--- src/rtl/queen_position_stack_if.sv ---
// Bus between the solver controller (master) and the queen position stack (slave).
interface queen_position_stack_if #(
    parameter int unsigned DEPTH = 8,
    parameter int unsigned WIDTH = 3
);
    localparam int unsigned AW = $clog2(DEPTH);
    localparam int unsigned CW = $clog2(DEPTH + 1);

    logic             clear;
    logic             push;
    logic             pop;
    logic [WIDTH-1:0] data_in;
    logic [AW-1:0]    read_index;
    logic [WIDTH-1:0] read_data;
    logic [WIDTH-1:0] top;
    logic [CW-1:0]    count;
    logic             stack_ready;
    logic             underflow;
    logic             overflow;
    logic             empty;
    logic             full;

    modport master (
        output clear, push, pop, data_in, read_index,
        input  read_data, top, count, stack_ready, underflow, overflow, empty, full
    );

    modport slave (
        input  clear, push, pop, data_in, read_index,
        output read_data, top, count, stack_ready, underflow, overflow, empty, full
    );
endinterface

--- src/rtl/queen_position_stack.sv ---
// Column-position stack for the 8-Queen solver: one entry per placed row,
// one-cycle busy handshake, sticky error flags, replace-top and random-access read.
module queen_position_stack #(
    parameter int unsigned DEPTH = 8,
    parameter int unsigned WIDTH = 3
) (
    input  logic                  clk,
    input  logic                  reset,
    queen_position_stack_if.slave bus
);
    localparam int unsigned AW = $clog2(DEPTH);
    localparam int unsigned CW = $clog2(DEPTH + 1);

    typedef enum logic [1:0] {
        IDLE    = 2'd0,
        WRITE   = 2'd1,
        REMOVE  = 2'd2,
        REPLACE = 2'd3
    } state_t;

    state_t           r_state;
    state_t           w_next_state;
    logic [WIDTH-1:0] r_mem [DEPTH];
    logic [CW-1:0]    r_count;
    logic [WIDTH-1:0] r_wr_data;
    logic             r_underflow;
    logic             r_overflow;

    logic             w_full;
    logic             w_empty;
    logic             w_we;
    logic [AW-1:0]    w_waddr;
    logic [CW-1:0]    w_count_nxt;
    logic             w_set_ovf;
    logic             w_set_unf;

    assign w_full  = (r_count == CW'(DEPTH));
    assign w_empty = (r_count == '0);

    // Next state and the single commit action of each busy state.
    always_comb begin
        w_next_state = IDLE;
        w_we         = 1'b0;
        w_waddr      = '0;
        w_count_nxt  = r_count;
        w_set_ovf    = 1'b0;
        w_set_unf    = 1'b0;
        case (r_state)
            IDLE: begin
                if (bus.push && !bus.pop) begin
                    w_next_state = WRITE;
                end else if (bus.pop && !bus.push) begin
                    w_next_state = REMOVE;
                end else if (bus.push && bus.pop) begin
                    w_next_state = REPLACE;
                end else begin
                    w_next_state = IDLE;
                end
            end
            WRITE: begin
                if (!w_full) begin
                    w_we        = 1'b1;
                    w_waddr     = AW'(r_count);
                    w_count_nxt = r_count + CW'(1);
                end else begin
                    w_set_ovf = 1'b1;
                end
            end
            REMOVE: begin
                if (!w_empty) begin
                    w_count_nxt = r_count - CW'(1);
                end else begin
                    w_set_unf = 1'b1;
                end
            end
            REPLACE: begin
                // Empty stack: a replace degenerates to a plain push into row 0.
                w_we = 1'b1;
                if (!w_empty) begin
                    w_waddr = AW'(r_count - CW'(1));
                end else begin
                    w_waddr     = '0;
                    w_count_nxt = CW'(1);
                end
            end
            default: begin
                w_next_state = IDLE;
            end
        endcase
    end

    // State, storage and flags; clear resets pointer/flags but keeps memory.
    always_ff @(posedge clk or posedge reset) begin
        if (reset) begin
            r_state     <= IDLE;
            r_count     <= '0;
            r_wr_data   <= '0;
            r_underflow <= 1'b0;
            r_overflow  <= 1'b0;
            for (int i = 0; i < int'(DEPTH); i++) begin
                r_mem[i] <= '0;
            end
        end else if (bus.clear) begin
            r_state     <= IDLE;
            r_count     <= '0;
            r_underflow <= 1'b0;
            r_overflow  <= 1'b0;
        end else begin
            r_state <= w_next_state;
            r_count <= w_count_nxt;
            if (w_set_ovf) begin
                r_overflow <= 1'b1;
            end
            if (w_set_unf) begin
                r_underflow <= 1'b1;
            end
            if (w_we) begin
                r_mem[w_waddr] <= r_wr_data;
            end
            if (r_state == IDLE && bus.push) begin
                r_wr_data <= bus.data_in;
            end
        end
    end

    assign bus.count       = r_count;
    assign bus.stack_ready = (r_state == IDLE);
    assign bus.underflow   = r_underflow;
    assign bus.overflow    = r_overflow;
    assign bus.empty       = w_empty;
    assign bus.full        = w_full;
    assign bus.read_data   = (CW'(bus.read_index) < r_count) ? r_mem[bus.read_index] : '0;
    assign bus.top         = w_empty ? '0 : r_mem[AW'(r_count - CW'(1))];
endmodule

--- src/flat_wrapper.sv ---
// flat-port wrapper written by rule: the top's interface ports become plain ports
module queen_position_stack_flat 
#(
    parameter int unsigned DEPTH = 8,
    parameter int unsigned WIDTH = 3
)
  (clk, reset, bus_clear, bus_push, bus_pop, bus_data_in, bus_read_index, bus_read_data, bus_top, bus_count, bus_stack_ready, bus_underflow, bus_overflow, bus_empty, bus_full);
  queen_position_stack_if #(.DEPTH(DEPTH), .WIDTH(WIDTH)) bus_i ();
  input  logic clk;
  input  logic reset;
  input wire logic [$bits(bus_i.clear)-1:0] bus_clear;
  input wire logic [$bits(bus_i.push)-1:0] bus_push;
  input wire logic [$bits(bus_i.pop)-1:0] bus_pop;
  input wire logic [$bits(bus_i.data_in)-1:0] bus_data_in;
  input wire logic [$bits(bus_i.read_index)-1:0] bus_read_index;
  output wire logic [$bits(bus_i.read_data)-1:0] bus_read_data;
  output wire logic [$bits(bus_i.top)-1:0] bus_top;
  output wire logic [$bits(bus_i.count)-1:0] bus_count;
  output wire logic [$bits(bus_i.stack_ready)-1:0] bus_stack_ready;
  output wire logic [$bits(bus_i.underflow)-1:0] bus_underflow;
  output wire logic [$bits(bus_i.overflow)-1:0] bus_overflow;
  output wire logic [$bits(bus_i.empty)-1:0] bus_empty;
  output wire logic [$bits(bus_i.full)-1:0] bus_full;
  assign bus_i.clear = bus_clear;
  assign bus_i.push = bus_push;
  assign bus_i.pop = bus_pop;
  assign bus_i.data_in = bus_data_in;
  assign bus_i.read_index = bus_read_index;
  assign bus_read_data = bus_i.read_data;
  assign bus_top = bus_i.top;
  assign bus_count = bus_i.count;
  assign bus_stack_ready = bus_i.stack_ready;
  assign bus_underflow = bus_i.underflow;
  assign bus_overflow = bus_i.overflow;
  assign bus_empty = bus_i.empty;
  assign bus_full = bus_i.full;
  queen_position_stack #(.DEPTH(DEPTH), .WIDTH(WIDTH)) u_core (.clk(clk), .reset(reset), .bus(bus_i));
endmodule
--- config.mk ---
export PLATFORM = sky130hd
export DESIGN_NAME = queen_position_stack_flat
export DESIGN_NICKNAME = d
export VERILOG_FILES = /design/src/rtl/queen_position_stack_if.sv /design/src/rtl/queen_position_stack.sv /design/src/flat_wrapper.sv
export SDC_FILE = /design/constraint.sdc
export NUM_CORES = 1
export LEC_CHECK = 0
export BUFFER_PORTS_ARGS = -buffer_cell sky130_fd_sc_hd__buf_2
export CORE_MARGIN = 2
export CORE_UTILIZATION = 60
export CTS_CLUSTER_SIZE = 16
export DETAILED_ROUTE_END_ITERATION = 7
export GPL_TIMING_DRIVEN = 0
export PLACE_DENSITY_LB_ADDON = 0.3
export SLEW_MARGIN = 20
export SYNTH_ARGS = -nofsm -noshare
export SYNTH_HDL_FRONTEND = slang
export SYNTH_SLANG_ARGS = --single-unit
--- constraint.sdc ---
create_clock -name clk -period 7.68 [get_ports clk]
set_clock_uncertainty 0.15 [all_clocks]
set_input_delay 0.384 -clock clk [delete_from_list [all_inputs] [get_ports clk]]
set_output_delay 0.384 -clock clk [all_outputs]
set_load 0.1 [all_outputs]
-- Word level (Yosys, flattened, before mapping)
Index checks and enable logic that the tools add are counted.
- flip-flop bits (word level): 35
- bits of input ports: 11
- output and inout bits: 15
- word-level logic and storage cells: 80
- add/subtract/negate cells: 2
- $lt $le $gt $ge: 5
- equality and inequality tests: 7
- multiplexer cells: 34
- bitwise gates (word level): 4
- reductions and logical operators: 15
- operators with widths (kind ; number):
    two-way mux 3 bit ; 9
    bitwise mux 24 bit ; 1
    binary-select mux 3 bit (select 3 bit) ; 2
    two-way mux 4 bit ; 4
    greater-or-equal comparator 4 bit (second input constant) ; 3
    inverter 3 -> 4 bit ; 3
    one-hot mux 4 bit (3 select lines) ; 1
    two-way mux 2 bit ; 5
    demux 3 bit (select 3 bit) ; 1
    two-way mux 1 bit ; 9
    != test 3 bit (second input constant) ; 2
    one-hot mux 3 bit (2 select lines) ; 1
    logical AND 1 bit ; 5
    adder 4 x 1 -> 4 bit (second input constant) ; 1
    equality test 2 bit (second input constant) ; 2
    equality test 4 bit (second input constant) ; 1
    logical NOT 4 bit ; 1
    < comparator 3 x 4 -> 1 bit ; 1
    < comparator 4 x 1 -> 1 bit (second input constant) ; 1
    AND reduction 2 bit ; 2
    AND reduction 4 bit ; 1
    nonzero test 2 bit ; 2
    nonzero test 4 bit ; 1
    subtractor 4 x 1 -> 4 bit (second input constant) ; 1
    6 further kinds ; 7

-- Depth between registers and ports, before layout
Gate-level depths: netlist of run 1.
- depth in word-level cells: 9
- depth in mapped cells: 8
- mapped depth without buffers: 7

-- Least setup slack after synthesis of run 1
OpenSTA, ideal clock, no wires.
- path kind: reg2reg
- from: register u_core.r_count[0] (netlist: u_core.bus.count[0])
- to: register u_core.r_mem[10] in the netlist's numbering
- library setup time: 0.125 ns
- arrival: 3.906 ns
- required time: 7.405 ns
- path slack: 3.499 ns
- stages on the path, launching flop included: 8
- buffers on the path: 0
- clock period less this slack: 4.181 ns
- path through: dfrtp_1 > inv_1 > ha_1 > nor3b_2 > o32ai_2 > or2_1 > or3_4 > mux2_4
- cells in the longest elaborated chain, start to end: 9
- elaborated cells between the ends (all ways): 16
- those cells by class: 1 x add/sub; 2 x order compare; 1 x eq/ne; 8 x mux; 1 x bitwise; 3 x reduce/logical
- RTL lines (element ; line ; RTL):
    from (decl) ; queen_position_stack.sv:24 ; logic [CW-1:0] r_count;
    from (signal assigned) ; queen_position_stack.sv:110 ; r_count <= w_count_nxt;
    logical NOT 4 bit (*) ; queen_position_stack.sv:38 ; assign w_empty = (r_count == '0);
    named net bus_empty ; flat_wrapper.sv:22 ; output wire logic [$bits(bus_i.empty)-1:0] bus_empty;
    two-way mux 3 bit (*) ; queen_position_stack.sv:79 ; if (!w_empty) begin
    one-hot mux 3 bit (2 select lines) (*) ; queen_position_stack.sv:48 ; case (r_state)
    inverter 3 -> 4 bit (implied by the code) (*) ; queen_position_stack.sv:118 ; r_mem[w_waddr] <= r_wr_data;
    greater-or-equal comparator 4 bit (implied by the code) or < comparator 4 x 1 -> 1 bit (tied branches) ; queen_position_stack.sv:118 ;
    logical AND 1 bit (implied by the code) ; queen_position_stack.sv:118 ;
    two-way mux 3 bit (implied by the code) ; queen_position_stack.sv:118 ;
    demux 3 bit (select 3 bit) (*) ; queen_position_stack.sv:118 ;
    bitwise mux 24 bit (*) ; queen_position_stack.sv:118 ;
    to (signal, indexed assignment) ; queen_position_stack.sv:118 ;
    to (decl) ; queen_position_stack.sv:23 ; logic [WIDTH-1:0] r_mem [DEPTH];
Mark *: on every way through the listed nets, which the timed path passes. The rest lies on a longest branch.
A chain may end at the register's enable or synchronous reset.

-- Worst setup path after layout of run 1
- from: register u_core.r_count[1] (netlist: u_core.bus.count[1])
- to: output port bus_top[2]
- cells in the longest elaborated chain, start to end: 6
- elaborated cells between the ends (all ways): 7
- those cells by class: 1 x add/sub; 4 x mux; 1 x bitwise; 1 x reduce/logical
- RTL lines (element ; line ; RTL):
    subtractor 4 x 1 -> 4 bit ; -- ;
    inverter 3 -> 4 bit (implied by the code) ; queen_position_stack.sv:133 ; assign bus.top = w_empty ? '0 : r_mem[AW'(r_count - CW'(1))];
    binary-select mux 3 bit (select 3 bit) ; queen_position_stack.sv:133 ;
    two-way mux 3 bit (implied by the code) (2 in series) ; queen_position_stack.sv:133 ;
    two-way mux 3 bit (*) ; queen_position_stack.sv:133 ;
    to (decl) ; flat_wrapper.sv:17 ; output wire logic [$bits(bus_i.top)-1:0] bus_top;
Mark *: on every way between the ends. The rest lies on a longest branch, timed or not. The select of a mux whose other input is x is not followed.

==> impl_metrics.json, run 1 <==
{
  "outcome": "finished, final reports clean",
  "place_congestion": 0.865,
  "worstPathRequired_ns": 7.15,
  "antenna_found_initial": 0,
  "cts_buffers": 5,
  "cts_tree": "done",
  "fmax_mhz": 301,
  "hold_slack_ns": 0.0613,
  "powerDensity_nw_per_um2": 193,
  "fin_crit_ns": 3.33,
  "grt_pass1_vias": 1723,
  "crit_slowest_cell": "mux4_2",
  "drive_gt1_share_pct": 37.4,
  "antenna_cells": 0,
  "finalNetCount": 236,
  "finalMaxSlewViolations": 0,
  "layout_commonest_cell": "dfrtp_1",
  "crit_chain": "inv_1 > ha_1 > clkbuf_1 > mux4_2 > mux2i_1 > nor2_1 > buf_2",
  "track_usage_pct": 27.3,
  "rsz0062_at_grt": "no",
  "yosysWarnings": 0,
  "routedWlPerCell_um": 19.2,
  "grt-ovfl-total": 0,
  "core_area_um2": 3630,
  "ant_nets": 0,
  "synth_seq_area_share_pct": 39.1,
  "dp_hpwl_um": 3750,
  "rows": 22,
  "setup-tns-final_ns": 0,
  "syn_nets": 206,
  "cpLargestDelayFamily": "buffers and inverters",
  "viasPerCell": 6.37,
  "cpPeakStageDelay_ns": 0.58,
  "vdd_ir_drop_max_mv": 0.125,
  "setup_violations": 0,
  "clock_sinks": 35,
  "final_cell_mix": "dfrtp_1 (35), mux2_2 (24), buf_2 (23)",
  "cts-root-buf": "clkbuf_8",
  "routed_wl_um": 5190,
  "dr.pass1.iters": 4,
  "io_pins": 26,
  "cts_setup_buffers": 0,
  "synth_edf_count": 0,
  "crit_type": "flip-flop to primary output",
  "hp-class": "primary input to async pin",
  "initial_utilization_pct": 61.7,
  "tightest_slew_ns": 0.731,
  "dieArea_um2": 4240,
  "critPathLaunchType": "flip-flop",
  "synthCells": 191,
  "synth.distinct_cells": 51,
  "io_buffers": 23,
  "crit_buf_inv": 3,
  "h-tree-depth": 2,
  "dpl_worst_slack_ns": 4.70,
  "post-route-period-util_pct": 43.3,
  "drt-initial-drc-count": 155,
  "grt_max_degree": 36,
  "cts.clk_slew.worst_paths_ns": 0.07,
  "hold_buffers": 0,
  "relSlewSlack_pct": 51.2,
  "clockBufferDepth": 2,
  "grt_pass1_wl_um": 8600,
  "die_w_um": 65.1,
  "cp_max_fo": 9,
  "synthArstFlopShare_pct": 100,
  "critPathCaptureType": "primary output",
  "timing.final.ws_setup_ns": 4.35,
  "crit_arrival_ns": 2.79,
  "die_h_um": 65.1,
  "avgSynthCellArea_um2": 11.7,
  "finalHoldViolations": 0,
  "syn_area_um2": 2240,
  "fin_total_pwr_w": 0.000481,
  "synthFlopType": "dfrtp_1",
  "cap_violations": 0,
  "ys_ff_latch": 35,
  "syn_to_final_growth_pct": 11.4,
  "worst_skew_pair.late_latency_ns": 0.29,
  "cts-resized-gates": 0,
  "leakagePower_nw": 1.14,
  "post-route-drc-count": 0,
  "num_vias": 1719
}
-- sequential cells by signal, summed over array words and instances (netlist names) --
name	count
u_core.bus.underflow	1
u_core.bus.overflow	1
u_core.r_state	2
u_core.r_wr_data	3
u_core.r_mem	24
u_core.bus.count	4
-- final timing paths --
path,slack (ns),end,startpoint,cells past startpoint
min in group clk,0.16,u_core.bus.overflow,bus_clear,2
hold / removal,0.06,u_core.bus.count[1],reset,2
hold reg to reg,0.35,u_core.bus.overflow,u_core.bus.overflow,2
max in group asynchronous,6.85,u_core.r_mem[23],reset,2
setup reg to reg,4.76,u_core.r_mem[10],u_core.bus.count[1],7
setup / recovery,4.35,bus_top[2],u_core.bus.count[1],7
-- synthesized netlist by cell type (2+ instances only) --
library cell	number	share of area, %
nand2b_1	3	0.84
mux2i_1	7	3.1
mux2_2	24	12
clkbuf_1	6	1.0
nor3_1	2	0.45
o21ai_0	3	0.67
dfrtp_1	35	39
inv_1	6	1.0
xnor2_1	2	0.78
a211oi_1	3	1.0
nor4b_1	2	0.78
nor2_1	22	3.7
nand3_1	2	0.45
nand2_1	9	1.5
clkbuf_8	4	2.5
mux2_4	3	2.0
mux4_2	12	12
a21oi_1	7	1.6
ha_1	4	2.2
buf_1	2	0.34
nand3b_1	3	1.0
-- stage by stage --
| stage | instances | utilization [%] | area (um^2) |
|---|---|---|---|
| after CTS | 270 | 68.7 | 2500 |
| after global routing | 270 | 68.7 | 2500 |
| final | 270 | 68.7 | 2500 |
| after floorplan | 191 | - | 2240 |
| after detailed placement | 262 | 66.5 | 2420 |
| after global placement | 262 | 66.5 | 2420 |
-- power by group --
group,switching (W),total (W),internal [W]
Clock,0.0000659,0.000130,0.0000636
Combinational,0.0000831,0.000131,0.0000476
Sequential,0.0000205,0.000221,0.000200
-- cell families after synthesis --
group,count (synthesis),share of synthesized area (%)
fa+ha+maj,4,2.23
xor+xnor,3,1.17
mux,46,29.3
flops,35,39.1
buf+inv,19,5.30
compound gates,27,8.77
simple gates,57,14.2
-- layout make-up --
type,instances,area (um^2)
buffer,13,96.3
timing repair buffer,23,115
clock buffer,7,76.3
clock inverter,1,5.00
fill,295,1140
multi-input combinational,137,1250
sequential,35,876
inverter,6,22.5
tap,48,60.1
-- routing by layer --
layer / share of wire [%] / track usage, %
met2: 49 / 42.3
met5: 0 / 0
met3: 8.0 / 5.99
met1: 41 / 38.3
met4: 1.8 / 10.4
Power figures use the tool's default switching activity.
==> inputs of run 2 (changes only) <==
--- a/config.mk
+++ b/config.mk
@@ -7,7 +7,7 @@
 export LEC_CHECK = 0
 export BUFFER_PORTS_ARGS = -buffer_cell sky130_fd_sc_hd__buf_2
 export CORE_MARGIN = 2
-export CORE_UTILIZATION = 60
+export CORE_UTILIZATION = 58
 export CTS_CLUSTER_SIZE = 16
 export DETAILED_ROUTE_END_ITERATION = 7
 export GPL_TIMING_DRIVEN = 0
==> constraint.sdc (replaced) <==
create_clock -name clk -period 3.4 [get_ports clk]
set_clock_uncertainty 0.15 [all_clocks]
set_input_delay 0.17 -clock clk [delete_from_list [all_inputs] [get_ports clk]]
set_output_delay 0.17 -clock clk [all_outputs]
set_load 0.1 [all_outputs]
==> run 2 against run 1 <==
Compared with the run above: power up 140%; worst setup slack worse by 3.9 ns; routed wire length fell by 1.7%; clock-buffer cell count did not move; register-to-register slack got worse by 4.1 ns; critical path depth unchanged; sequential power rose by 130%; clock power grew to 2.6 times the previous value; first-iteration DRC count grew 5.2%.
==> impl_metrics.json, run 2 (synthesis gave the netlist of run 1 again) <==
{
  "outcome": "finished, final reports clean",
  "grt_max_degree": 36,
  "cp_max_fo": 10,
  "largest_reg_flops": 24,
  "io_buffers": 23,
  "dpl.cell_count": 262,
  "h-tree-depth": 2,
  "hp-class": "primary input to flip-flop",
  "powerDensity_nw_per_um2": 436,
  "syn_to_final_growth_pct": 16.2,
  "r2r_cells": 8,
  "dr.pass1.iters": 4,
  "critPathCaptureType": "primary output",
  "die_h_um": 66.2,
  "post-route-period-util_pct": 88.0,
  "setup_violations": 0,
  "cts_setup_buffers": 0,
  "hold_depth": 2,
  "vdd_ir_drop_max_mv": 0.422,
  "io_pins": 26,
  "cts_buffers": 5,
  "track_usage_pct": 26.6,
  "tightest_slew_ns": 0.760,
  "finalMaxSlewViolations": 0,
  "dieArea_um2": 4380,
  "grt-ovfl-total": 0,
  "crit_slowest_cell": "dfrtp_4",
  "cp.depth": 7,
  "clock_sinks": 35,
  "cts-root-buf": "clkbuf_8",
  "initial_utilization_pct": 60.8,
  "antenna_cells": 0,
  "cpLargestDelayFamily": "buffers and inverters",
  "drt-initial-drc-count": 163,
  "place_congestion": 0.854,
  "rsz0062_at_grt": "no",
  "fin_crit_ns": 2.99,
  "cts-resized-gates": 0,
  "worstPathRequired_ns": 3.08,
  "drive_gt1_share_pct": 38.2,
  "finalNetCount": 242,
  "crit_buf_inv": 3,
  "final_util_pct": 70.6,
  "fmax_mhz": 334,
  "post-route-drc-count": 0,
  "top_register": "u_core.r_mem",
  "final_cell_mix": "dfrtp_1 (33), mux2_2 (24), buf_2 (23)",
  "relSlewSlack_pct": 48.6,
  "cts_tree": "done",
  "cts.clk_slew.worst_paths_ns": 0.07,
  "setup-tns-final_ns": 0,
  "fill_cells": 270,
  "multi_input_area_um2": 1260,
  "grt_pass1_vias": 1617,
  "dp_hpwl_um": 3790,
  "cap_violations": 0,
  "antenna_found_initial": 0,
  "layout_commonest_cell": "dfrtp_1",
  "clockBufferDepth": 2,
  "grt_pass1_wl_um": 8420,
  "hold_buffers": 6,
  "worst_skew_pair.late_latency_ns": 0.29,
  "finalHoldViolations": 0,
  "critPathLaunchType": "flip-flop",
  "cpPeakStageDelay_ns": 0.52,
  "core_area_um2": 3690,
  "leakagePower_nw": 1.17,
  "ant_nets": 0,
  "routedWlPerCell_um": 18.5,
  "rows": 22,
  "routed_wl_um": 5100,
  "crit_arrival_ns": 2.67,
  "die_w_um": 66.2,
  "seqCellArea_um2": 883,
  "crit_type": "flip-flop to primary output",
  "instances_no_fill": 276,
  "viasPerCell": 6.06,
  "crit_chain": "inv_1 > ha_1 > clkbuf_1 > xor2_1 > mux2i_1 > nor2_1 > buf_2",
  "num_vias": 1673
}
## run 2: cell count changes in the layout (fill, tap and decap cells not counted), sizes merged
cell	before	now
clkinvlp	0	1
clkinv	1	0
dlygate4sd3	0	6
## run 2: through the flow
stage          setup WS (ns)  area (um^2)  hold WS (ns)  total power, W
2_1_floorplan         0.0339         2270         0.172        0.000733
3_3_place_gp           0.753         2440         0.243        0.000791
3_5_place_dp           0.724         2440         0.177        0.000803
4_1_cts                0.426         2610        0.0509         0.00114
5_1_grt                0.233         2610        0.0572         0.00119
6_report               0.408         2610        0.0534         0.00114
## run 2: final timing paths
path / start / end / slack [ns]
hold / removal: bus_push / u_core.r_state[0] / 0.05
setup reg to reg: u_core.bus.count[1] / u_core.r_mem[13] / 0.69
min in group asynchronous: reset / u_core.bus.count[1] / 0.39
setup / recovery: u_core.bus.count[1] / bus_top[1] / 0.41
max in group asynchronous: reset / u_core.bus.count[0] / 2.19
hold reg to reg: u_core.bus.overflow / u_core.bus.overflow / 0.37
## run 2: cell type report
type                            instances  share of cell area [%]
Multi-Input combinational cell        137                    48.5
Clock inverter                          1                   0.288
Timing Repair Buffer                   29                    6.72
Buffer                                 13                    3.70
Tap cell                               48                    2.31
Inverter                                6                   0.865
Clock buffer                            7                    3.70
Sequential cell                        35                    33.9
## run 2: where the power goes
part / internal (W) / leakage [nW] / switching [W] / total (W)
registers: 0.000454 / 0.470 / 0.0000453 / 0.000499
logic: 0.000115 / 0.653 / 0.000188 / 0.000303
clock network: 0.000184 / 0.0505 / 0.000149 / 0.000333
## run 2: metal layers
metal / vias to the layer above / part of all wire (%) / GRT usage [%]
met5: - / 0 / 0
met4: 0 / 1.5 / 10.7
met3: 4 / 4.3 / 5.28
met2: 51 / 50 / 39.9
met1: 839 / 44 / 38.2
li1: 779 / - / -
==> inputs of run 3 (changes only) <==
--- a/config.mk
+++ b/config.mk
@@ -7,7 +7,7 @@
 export LEC_CHECK = 0
 export BUFFER_PORTS_ARGS = -buffer_cell sky130_fd_sc_hd__buf_2
 export CORE_MARGIN = 2
-export CORE_UTILIZATION = 58
+export CORE_UTILIZATION = 50
 export CTS_CLUSTER_SIZE = 16
 export DETAILED_ROUTE_END_ITERATION = 7
 export GPL_TIMING_DRIVEN = 0
==> run 3 against run 2 <==
Compared with the run above: routed wire length is 3.6% lower; sequential share of layout area up 0.18 points; global-route usage fell by 5.4 points; non-clock buffer count is the same; final cell count increased by 1.4%; core utilization down 11 points; sequential power barely moved; critical endpoint is now bus_top[2]; largest power group unchanged.
==> impl_metrics.json, run 3 (synthesis gave the netlist of run 1 again) <==
{
  "cp_max_fo": 10,
  "crit_arrival_ns": 2.68,
  "vdd_ir_drop_max_mv": 0.300,
  "top_register": "u_core.r_mem",
  "hp-class": "primary input to flip-flop",
  "critPathLaunchType": "flip-flop",
  "setup-tns-final_ns": 0,
  "antenna_found_initial": 0,
  "relSlewSlack_pct": 48.3,
  "die_h_um": 70.9,
  "fmax_mhz": 334,
  "cts-root-buf": "clkbuf_8",
  "worst_skew_pair.late_latency_ns": 0.30,
  "cts_setup_buffers": 0,
  "finalNetCount": 242,
  "finalMaxSlewViolations": 0,
  "worstPathRequired_ns": 3.08,
  "dieArea_um2": 5030,
  "grt_pass1_wl_um": 8190,
  "clock_sinks": 35,
  "drt-initial-drc-count": 77,
  "clockBufferDepth": 2,
  "post-route-drc-count": 0,
  "ant_nets": 0,
  "place_congestion": 0.832,
  "powerDensity_nw_per_um2": 425,
  "finalHoldViolations": 0,
  "final_cell_mix": "dfrtp_1 (33), mux2_2 (24), buf_2 (23)",
  "core_area_um2": 4320,
  "cts.clk_slew.worst_paths_ns": 0.08,
  "leakagePower_nw": 1.16,
  "die_w_um": 70.9,
  "num_vias": 1634,
  "cts_tree": "done",
  "initial_utilization_pct": 51.8,
  "hold_slack_ns": 0.0674,
  "grt-ovfl-total": 0,
  "instances_no_fill": 280,
  "outcome": "finished, final reports clean",
  "post-route-period-util_pct": 88.2,
  "grt_max_degree": 36,
  "io_buffers": 23,
  "cts_buffers": 5,
  "routedWlPerCell_um": 17.5,
  "rsz0062_at_grt": "no",
  "cap_violations": 0,
  "setup_violations": 0,
  "grt_pass1_vias": 1555,
  "h-tree-depth": 2,
  "dr.pass1.iters": 4,
  "syn_to_final_growth_pct": 15.6,
  "critPathCaptureType": "primary output",
  "largest_reg_flops": 24,
  "fin_crit_ns": 3.00,
  "rows": 24,
  "dpl.cell_count": 266,
  "dp_hpwl_um": 3510,
  "viasPerCell": 5.84,
  "layout_commonest_cell": "dfrtp_1",
  "io_pins": 26,
  "tightest_slew_ns": 0.765,
  "fill_cells": 360,
  "track_usage_pct": 21.2,
  "antenna_cells": 0,
  "crit_type": "flip-flop to primary output",
  "routed_wl_um": 4910,
  "drive_gt1_share_pct": 37.7
}
-- run 3: final timing paths --
path | to | cells past startpoint | slack (ns) | start
worst max-delay path | bus_top[2] | 7 | 0.40 | u_core.bus.count[1]
worst min-delay path | u_core.r_state[0] | 2 | 0.07 | bus_push
worst max register to register | u_core.r_mem[10] | 7 | 0.66 | u_core.bus.count[1]
worst min register to register | u_core.bus.underflow | 2 | 0.35 | u_core.bus.underflow
max in group asynchronous | u_core.bus.count[0] | 3 | 2.17 | reset
min in group asynchronous | u_core.bus.count[1] | 3 | 0.39 | reset
-- run 3: metrics by stage --
step | util [%] | instance area (um^2) | setup slack (ns) | power [W]
after global placement | 56.6 | 2450 | 0.691 | 0.000797
after CTS | 59.9 | 2590 | 0.406 | 0.00111
after detailed placement | 56.6 | 2450 | 0.669 | 0.000802
final | 59.9 | 2590 | 0.403 | 0.00110
after global routing | 59.9 | 2590 | 0.286 | 0.00115
after floorplan | - | 2270 | 0.0339 | 0.000733
-- run 3: layer usage --
metal,share of wire (%),up-vias,track usage [%]
met5,0,-,0
met4,1.2,0,6.92
met3,4.6,6,5.41
met2,45,42,30.4
met1,49,808,31.8
li1,-,778,-
-- run 3: where the power goes --
group / internal (W) / total (W) / switching (W)
registers: 0.000454 / 0.000497 / 0.0000437
logic: 0.000114 / 0.000300 / 0.000186
clock network: 0.000143 / 0.000302 / 0.000159
total: 0.000711 / 0.00110 / 0.000389
-- run 3: cell type report --
cell class	count	area, um^2	share of cell area, %
Multi-Input combinational cell	137	1260	48.8
Sequential cell	35	883	34.1
Timing Repair Buffer	29	175	6.76
Buffer	13	96.3	3.72
Clock buffer	6	72.6	2.80
Tap cell	52	65.1	2.51
Inverter	6	22.5	0.869
Clock inverter	2	12.5	0.483
-- run 3: critical path: stages, from the launching register on --
cell and delay (ns):
dfrtp_4 0.53, inv_1 0.10, ha_1 0.27, clkbuf_1 0.37, xor2_1 0.43, mux2i_1 0.14
nor2_1 0.10, buf_2 0.43
-- run 3: what timing repair did --
item / 4_1_cts / 5_1_grt
setup endpoints to repair: 0 / 0
resized for setup: 0 / 0
hold endpoints to repair: 45 / 0
hold buffers: 6 / 0
